**src/rtl/catchable_object_ctrl.sv**
```systemverilog
// ---------------------------------------------------------------------------
// catchable_object_ctrl
//
// Per-object controller for N_HOOKS independent hooks. Detects when a hook
// tip lands inside the object's box, hands ownership to the lowest-numbered
// hook that hit, and drags the object along that hook's direction one step
// every TICK_DIV cycles. The object is collected, with a one-cycle score
// pulse, when the owner hook gets home or after MAX_STEPS steps. It is
// destroyed without scoring if the owner hook detonates.
//
// Ports
//   Clk                system clock
//   reset              asynchronous, active-high reset
//   is_new_game_start  synchronous restart to VISIBLE (overrides everything)
//   spawn_x/spawn_y    object home position (top-left corner)
//   tail_x/tail_y      packed hook tip coordinates, hook i at [10i+9:10i]
//   hook_out           hook i is extending and may catch
//   hook_dir           packed 4-bit direction code per hook (0..10)
//   hook_home          hook i fully retracted
//   explode            hook i detonates its load
//   DrawX/DrawY        current VGA pixel
//   is_obj             pixel lies inside the visible object
//   rom_addr           sprite ROM address for the pixel (0 when !is_obj)
//   catch_vec          one-hot owner while CAUGHT, else 0
//   score_pulse        one-cycle pulse on collection
//   score_owner        owner index while score_pulse, else 0
//   score_value        VALUE while score_pulse, else 0
//   destroyed          object no longer on the map
//   state_out          VISIBLE=0, CAUGHT=1, COLLECT=2, GONE=3
// ---------------------------------------------------------------------------
module catchable_object_ctrl #(
  parameter int           N_HOOKS   = 2,
  parameter logic [9:0]   OBJ_LEN   = 10'd40,
  parameter logic [9:0]   OBJ_WID   = 10'd30,
  parameter int           TICK_DIV  = 4000000,
  parameter logic [9:0]   MAX_STEPS = 10'd80,
  parameter logic [15:0]  VALUE     = 16'd100
) (
  input  logic                   Clk,
  input  logic                   reset,
  input  logic                   is_new_game_start,
  input  logic [9:0]             spawn_x,
  input  logic [9:0]             spawn_y,
  input  logic [10*N_HOOKS-1:0]  tail_x,
  input  logic [10*N_HOOKS-1:0]  tail_y,
  input  logic [N_HOOKS-1:0]     hook_out,
  input  logic [4*N_HOOKS-1:0]   hook_dir,
  input  logic [N_HOOKS-1:0]     hook_home,
  input  logic [N_HOOKS-1:0]     explode,
  input  logic [9:0]             DrawX,
  input  logic [9:0]             DrawY,
  output logic                   is_obj,
  output logic [18:0]            rom_addr,
  output logic [N_HOOKS-1:0]     catch_vec,
  output logic                   score_pulse,
  output logic [2:0]             score_owner,
  output logic [15:0]            score_value,
  output logic                   destroyed,
  output logic [1:0]             state_out
);

  typedef enum logic [1:0] {
    ST_VISIBLE = 2'd0,
    ST_CAUGHT  = 2'd1,
    ST_COLLECT = 2'd2,
    ST_GONE    = 2'd3
  } state_t;

  // A divider of 1 still needs a one-bit counter that simply wraps every cycle.
  localparam int         TW        = (TICK_DIV > 1) ? $clog2(TICK_DIV) : 1;
  localparam logic [TW-1:0] TICK_LAST = TW'(TICK_DIV - 1);

  // Registered hook inputs: the hit test looks at last cycle's tips.
  logic [10*N_HOOKS-1:0] tail_x_q, tail_y_q;
  logic [N_HOOKS-1:0]    hook_out_q;
  logic [4*N_HOOKS-1:0]  hook_dir_q;

  state_t        state_q, state_d;
  logic [2:0]    owner_q, owner_d;
  logic [9:0]    dx_q, dx_d, dy_q, dy_d;
  logic [9:0]    step_q, step_d;
  logic [TW-1:0] tick_q, tick_d;
  // Accumulated displacement from spawn; cur = spawn + off keeps the object
  // tracking spawn while VISIBLE (off is zero there) without loading spawn
  // into a register under asynchronous reset.
  logic [9:0]    off_x_q, off_x_d, off_y_q, off_y_d;

  logic [9:0]         cur_x, cur_y;
  logic [N_HOOKS-1:0] hit_vec;
  logic [N_HOOKS-1:0] owner_oh;
  logic               hit_any;
  logic [2:0]         hit_idx;
  logic [3:0]         hit_dir;
  logic [9:0]         dir_dx, dir_dy;
  logic               explode_own, home_own;
  logic               tick_wrap;

  // -------------------------------------------------------------------------
  // Current position
  // -------------------------------------------------------------------------
  always_comb begin
    cur_x = spawn_x + off_x_q;
    cur_y = spawn_y + off_y_q;
    if (state_q == ST_GONE) begin
      cur_x = '0;
      cur_y = '0;
    end
  end

  // -------------------------------------------------------------------------
  // Per-hook hit test (inclusive box) and owner one-hot decode
  // -------------------------------------------------------------------------
  generate
    for (genvar gi = 0; gi < N_HOOKS; gi++) begin : g_hook
      logic [9:0] tx, ty;
      logic       in_x, in_y;
      assign tx   = tail_x_q[10*gi +: 10];
      assign ty   = tail_y_q[10*gi +: 10];
      // 11-bit compares so cur+size near the screen edge does not wrap.
      assign in_x = ({1'b0, tx} >= {1'b0, cur_x}) &&
                    ({1'b0, tx} <= ({1'b0, cur_x} + {1'b0, OBJ_LEN}));
      assign in_y = ({1'b0, ty} >= {1'b0, cur_y}) &&
                    ({1'b0, ty} <= ({1'b0, cur_y} + {1'b0, OBJ_WID}));
      assign hit_vec[gi]  = hook_out_q[gi] && in_x && in_y;
      assign owner_oh[gi] = (owner_q == 3'(gi));
    end
  endgenerate

  // Lowest-index hit wins: scan downward so the last match is the lowest.
  always_comb begin
    hit_any = 1'b0;
    hit_idx = '0;
    hit_dir = '0;
    for (int i = N_HOOKS - 1; i >= 0; i--) begin
      if (hit_vec[i]) begin
        hit_any = 1'b1;
        hit_idx = 3'(i);
        hit_dir = hook_dir_q[4*i +: 4];
      end
    end
  end

  // Per-step displacement for the catching hook's direction (two's complement).
  always_comb begin
    dir_dx = 10'd0;
    dir_dy = 10'd0;
    case (hit_dir)
      4'd0:  begin dir_dx = 10'd6;    dir_dy = 10'd0;    end
      4'd1:  begin dir_dx = 10'd6;    dir_dy = -10'sd1;  end
      4'd2:  begin dir_dx = 10'd5;    dir_dy = -10'sd2;  end
      4'd3:  begin dir_dx = 10'd4;    dir_dy = -10'sd3;  end
      4'd4:  begin dir_dx = 10'd2;    dir_dy = -10'sd4;  end
      4'd5:  begin dir_dx = 10'd0;    dir_dy = -10'sd6;  end
      4'd6:  begin dir_dx = -10'sd2;  dir_dy = -10'sd4;  end
      4'd7:  begin dir_dx = -10'sd4;  dir_dy = -10'sd3;  end
      4'd8:  begin dir_dx = -10'sd5;  dir_dy = -10'sd2;  end
      4'd9:  begin dir_dx = -10'sd6;  dir_dy = -10'sd1;  end
      4'd10: begin dir_dx = -10'sd6;  dir_dy = 10'd0;   end
      default: begin dir_dx = 10'd0;  dir_dy = 10'd0;   end
    endcase
  end

  // Only the owner's explode/home matter; other hooks are ignored.
  assign explode_own = |(explode & owner_oh);
  assign home_own    = |(hook_home & owner_oh);
  assign tick_wrap   = (tick_q == TICK_LAST);

  // -------------------------------------------------------------------------
  // Next-state logic
  // -------------------------------------------------------------------------
  always_comb begin
    state_d = state_q;
    owner_d = owner_q;
    dx_d    = dx_q;
    dy_d    = dy_q;
    step_d  = step_q;
    tick_d  = tick_q;
    off_x_d = off_x_q;
    off_y_d = off_y_q;

    case (state_q)
      ST_VISIBLE: begin
        if (hit_any) begin
          state_d = ST_CAUGHT;
          owner_d = hit_idx;
          dx_d    = dir_dx;
          dy_d    = dir_dy;
          step_d  = '0;
          tick_d  = '0;
          off_x_d = '0;
          off_y_d = '0;
        end
      end

      ST_CAUGHT: begin
        if (tick_wrap) begin
          tick_d  = '0;
          step_d  = step_q + 10'd1;
          off_x_d = off_x_q + dx_q;
          off_y_d = off_y_q + dy_q;
        end else begin
          tick_d = tick_q + TW'(1);
        end
        // The step limit is judged on the step count just reached, so the
        // object leaves CAUGHT on the same edge that applies the last step.
        if (explode_own) begin
          state_d = ST_GONE;
        end else if (home_own || (step_d >= MAX_STEPS)) begin
          state_d = ST_COLLECT;
        end
      end

      ST_COLLECT: state_d = ST_GONE;

      default: state_d = ST_GONE;
    endcase

    if (is_new_game_start) begin
      state_d = ST_VISIBLE;
      owner_d = '0;
      dx_d    = '0;
      dy_d    = '0;
      step_d  = '0;
      tick_d  = '0;
      off_x_d = '0;
      off_y_d = '0;
    end
  end

  // -------------------------------------------------------------------------
  // Registers
  // -------------------------------------------------------------------------
  always_ff @(posedge Clk or posedge reset) begin
    if (reset) begin
      tail_x_q   <= '0;
      tail_y_q   <= '0;
      hook_out_q <= '0;
      hook_dir_q <= '0;
      state_q    <= ST_VISIBLE;
      owner_q    <= '0;
      dx_q       <= '0;
      dy_q       <= '0;
      step_q     <= '0;
      tick_q     <= '0;
      off_x_q    <= '0;
      off_y_q    <= '0;
    end else begin
      tail_x_q   <= tail_x;
      tail_y_q   <= tail_y;
      hook_out_q <= hook_out;
      hook_dir_q <= hook_dir;
      state_q    <= state_d;
      owner_q    <= owner_d;
      dx_q       <= dx_d;
      dy_q       <= dy_d;
      step_q     <= step_d;
      tick_q     <= tick_d;
      off_x_q    <= off_x_d;
      off_y_q    <= off_y_d;
    end
  end

  // -------------------------------------------------------------------------
  // Outputs
  // -------------------------------------------------------------------------
  logic [9:0] rel_x, rel_y;
  logic       pix_in_x, pix_in_y;

  assign rel_x    = DrawX - cur_x;
  assign rel_y    = DrawY - cur_y;
  // Sprite box is half-open so addresses stay inside OBJ_LEN x OBJ_WID.
  assign pix_in_x = ({1'b0, DrawX} >= {1'b0, cur_x}) &&
                    ({1'b0, DrawX} <  ({1'b0, cur_x} + {1'b0, OBJ_LEN}));
  assign pix_in_y = ({1'b0, DrawY} >= {1'b0, cur_y}) &&
                    ({1'b0, DrawY} <  ({1'b0, cur_y} + {1'b0, OBJ_WID}));

  assign is_obj      = (state_q != ST_GONE) && pix_in_x && pix_in_y;
  assign rom_addr    = is_obj ? (19'(rel_y) * 19'(OBJ_LEN) + 19'(rel_x)) : 19'd0;
  assign catch_vec   = (state_q == ST_CAUGHT) ? owner_oh : '0;
  assign score_pulse = (state_q == ST_COLLECT);
  assign score_owner = score_pulse ? owner_q : 3'd0;
  assign score_value = score_pulse ? VALUE : 16'd0;
  assign destroyed   = (state_q == ST_GONE);
  assign state_out   = state_q;

endmodule
```
**config.mk**
```make
export PLATFORM = sky130hd
export DESIGN_NAME = catchable_object_ctrl
export DESIGN_NICKNAME = d
export VERILOG_FILES = /design/src/rtl/catchable_object_ctrl.sv
export SDC_FILE = /design/constraint.sdc
export NUM_CORES = 1
export LEC_CHECK = 0
export BUFFER_PORTS_ARGS = -buffer_cell sky130_fd_sc_hd__buf_2
export CAP_MARGIN = 0
export CORE_MARGIN = 5
export CORE_UTILIZATION = 40
export CTS_CLUSTER_DIAMETER = 30
export CTS_CLUSTER_SIZE = 8
export DETAILED_ROUTE_END_ITERATION = 8
export GPL_ROUTABILITY_DRIVEN = 0
export PLACE_DENSITY = 0.68
export REMOVE_ABC_BUFFERS = 1
export SLEW_MARGIN = 0
export SYNTH_ARGS = -nofsm -noshare
export SYNTH_HDL_FRONTEND = slang
export SYNTH_SLANG_ARGS = --single-unit
```
**constraint.sdc**
```tcl
create_clock -name Clk -period 15.65 [get_ports Clk]
set_input_delay 2.3475 -clock Clk [delete_from_list [all_inputs] [get_ports Clk]]
set_output_delay 2.3475 -clock Clk [all_outputs]
set_load 0.02 [all_outputs]
```
==> flow_summary.yaml <==
timing:
  period_share_pct: 62.1
  holdWs_ps: 482
  finalHoldViolations: 0
  rsz0062_at_grt: "false"
  finalMaxSlewViolations: 0
  min_period_ps: 9710
  tns_ps: 0
  layout_setup_ws_ps: 5940
  fin_skew_ps: 9.75
  relSlewSlack_pct: 28.8
  tightest_slew_ps: 1070
  timing.fmax_mhz: 103
  finalSetupViolCount: 0
worst_setup_path:
  timing.rr.end: "dy_q[0]"
  worstRegToRegCells: 22
  worst-path-buf-inv: 3
  r2r_start: "state_out[0]"
  cp-end-kind: "primary output"
  path_class: "in -> out"
  critPathLaunchType: "input port"
  cp_max_fo: 6
  path_delay_family: "adder cells"
  reg2reg_slack_ps: 8360
  max_stage_delay_ps: 420
  worstPathRequired_ps: 13300
  cp.arrival_ps: 7370
  cpMaxStageDelayCell: "fa_1"
cells_and_area:
  design_area_mm2: 0.0121
  fin_cells: 1607
  multi_input_area_mm2: 0.00735
  register_area_mm2: 0.00283
  n_antenna_cell: 0
  post-route-util_pct: 46.3
  drive_above_1_share_pct: 16.9
  fill_cells: 2545
  area_growth_pct: 13.3
  nets: 1536
clock_network:
  clock-sinks: 113
  clkTransAtPathRegs_ps: 50
  cts-resized-gates: 0
  ctsRootBufferMaster: "clkbuf_16"
  worstSkewPairLatency_ps: 420
  cts_tree: "yes"
  cts_buffers: 17
  post-cts-setup-buffers: 0
  h-tree-depth: 4
  clockBufferDepth: 2
  cts_hold_buf: 0
yosys:
  synth_warnings: 0
  synth_seq_area_share_pct: 26.4
  synth_top_area_cell: "dfrtp_1"
  synth_edf_count: 0
  ys_top_cells_by_area: "dfrtp_1, ha_1, a21oi_1"
  syn_area_per_cell_um2: 9.38
  syn_area_mm2: 0.0107
  synthFlopType: "dfrtp_1"
  synthCells: 1142
  synthArstFlopShare_pct: 100
  synth.top_cell.area_share_pct: 26.4
  synth_cell_types: 92
  ys_ff_latch: 113
floorplan:
  die_y_um: 174
  core_area_mm2: 0.0262
  die_area_mm2: 0.0301
  ioPinCount: 142
  num_rows: 59
  start_util_pct: 40.9
  dieWidth_um: 174
route:
  detail-route-antenna-nets: 0
  drcViolationCount: 0
  num_vias: 8798
  firstDrtPassIters: 5
  wl_per_cell_um: 16.0
  drt_wl_total_um: 25800
  drt_iter0_markers: 400
  viasPerCell: 5.47
pwr:
  seqPwrFrac_pct: 26.0
  switching_power_mw: 0.455
  power_density_mw_per_mm2: 101
  swShare_pct: 37.1
  combPwrFrac_pct: 41.4
  clkPwrFrac_pct: 32.6
  vdd_drop_max_mv: 0.0833
  p_int_mw: 0.770
  power_mw: 1.23
  power.leakage_nw: 5.97
global_route:
  grt_max_degree: 72
  antenna_found_initial: 0
  gr-total-overflow: 0
  grt_pass1_wl_um: 42600
  grt_usage_pct: 16.9
  grt_pass1_vias: 8735
place:
  placed_cells: 1575
  post-place-ws_ps: 5900
  port-buffer-count: 123
  post-dp-hpwl_um: 20600
  placed_area_mm2: 0.0115
hold_path:
  min_path_type: "reg -> reg"
  hp-start: "dx_q[2]"
  whs_endpoint: "dx_q[2]"
  hold_depth: 1
run:
  max-cap-violations: 0
outcome:
  status: "complete, no violations"
cells in the mapped netlist, drive strengths merged (14+ instances only):
library cell and instances:
ha 172, dfrtp 113, a21oi 84, inv 78, nor2 78, nand2 59
o21ai 55, xnor2 46, a21o 43, buf 32, a31oi 30, nand3 28
a22o 24, xor2 21, nor3 19, o21bai 19, nor2b 17, and2 14
nand2b 14
cells by family after synthesis:
family                     synth area share [%]
DFF                                        26.4
other                                    0.0350
xor gates and xnor gates                   5.48
buffers and inverters                      5.60
and+or+nand+nor                            14.2
AOI/OAI and AO/OA                          24.7
muxes                                      1.86
adders and majority gates                  21.8
registers in the layout, summed over array words and instances, names as in the netlist:
name	flops
state_out	2
off_x_q	10
off_y_q	10
owner_q	1
hook_dir_q	8
step_q	10
tail_x_q	20
tick_q	22
hook_out_q	2
tail_y_q	20
dx_q	4
dy_q	4
worst max path at each step:
| stage | startpoint | to | cells past startpoint |
|---|---|---|---|
| global placement | spawn_y[0] | rom_addr[15] | 26 |
| floorplan | spawn_y[0] | rom_addr[15] | 24 |
| global route | spawn_y[0] | rom_addr[15] | 26 |
| detailed placement | spawn_y[0] | rom_addr[15] | 26 |
| CTS | spawn_y[0] | rom_addr[15] | 26 |
| finish | spawn_y[0] | rom_addr[15] | 26 |
worst reg2reg max path, stage by stage, from the launching register on:
cell and delay (ps):
dfrtp_1 500, nand2_1 600, inv_2 580, nor4_1 90, mux2_2 280, a311oi_2 590, or4_1 280, xnor2_1 220
ha_1 310, a21o_1 180, a21o_1 180, a2111oi_0 420, a211oi_1 150, o21a_1 160, nor4_2 380, and2_1 640
mux2i_1 660, inv_1 230, ha_1 270, mux2i_1 140, nor3_1 60, o21ai_0 180, a21oi_1 90
layout by cell type, fill, tap and decap left out, types with 12 or more instances in the layout:
cell	Yosys	layout
inv_1	76	75
xnor2_1	46	46
nor2_1	76	76
dfrtp_1	113	113
mux2i_1	12	12
nor3_1	19	19
o21a_1	12	12
o21bai_1	18	18
buf_2	3	123
nand2_1	59	59
a22o_1	24	24
conb_1	1	18
nand2b_1	14	14
o21ai_0	51	51
nor2b_1	17	17
and3_1	13	13
ha_1	172	172
nand3_1	28	28
a31oi_4	16	16
and2_1	13	13
clkbuf_16	0	17
a31oi_1	12	12
xor2_1	21	21
a21oi_1	81	81
a21o_1	42	42
layout make-up:
type                    instances  area share [%]
clock inverters                14            1.36
clock buffers                  18            3.62
inverters                      78            2.43
multi-input cells             923            60.6
flip-flops and latches        113            23.3
well taps                     335            3.46
repair buffers                126            5.26
power by group through the flow:
stage | registers, mW | clock network, mW | logic [mW]
floorplan | 0.322 | 0 | 0.394
global placement | 0.324 | 0 | 0.495
detailed placement | 0.324 | 0 | 0.507
CTS | 0.319 | 0.406 | 0.510
global route | 0.320 | 0.419 | 0.576
finish | 0.319 | 0.400 | 0.507
metal layers:
metal  global-route usage (%)  share of wire (%)  routed length, µm  up-vias
met5                        0                  0                  0        -
met3                     2.94                4.1               1050       51
li1                         -                  -                  -     4394
met1                     21.6                 46              11700     4151
met4                     5.44                2.4                622        0
met2                     29.3                 48              12300      202
Power figures use the tool's default switching activity.
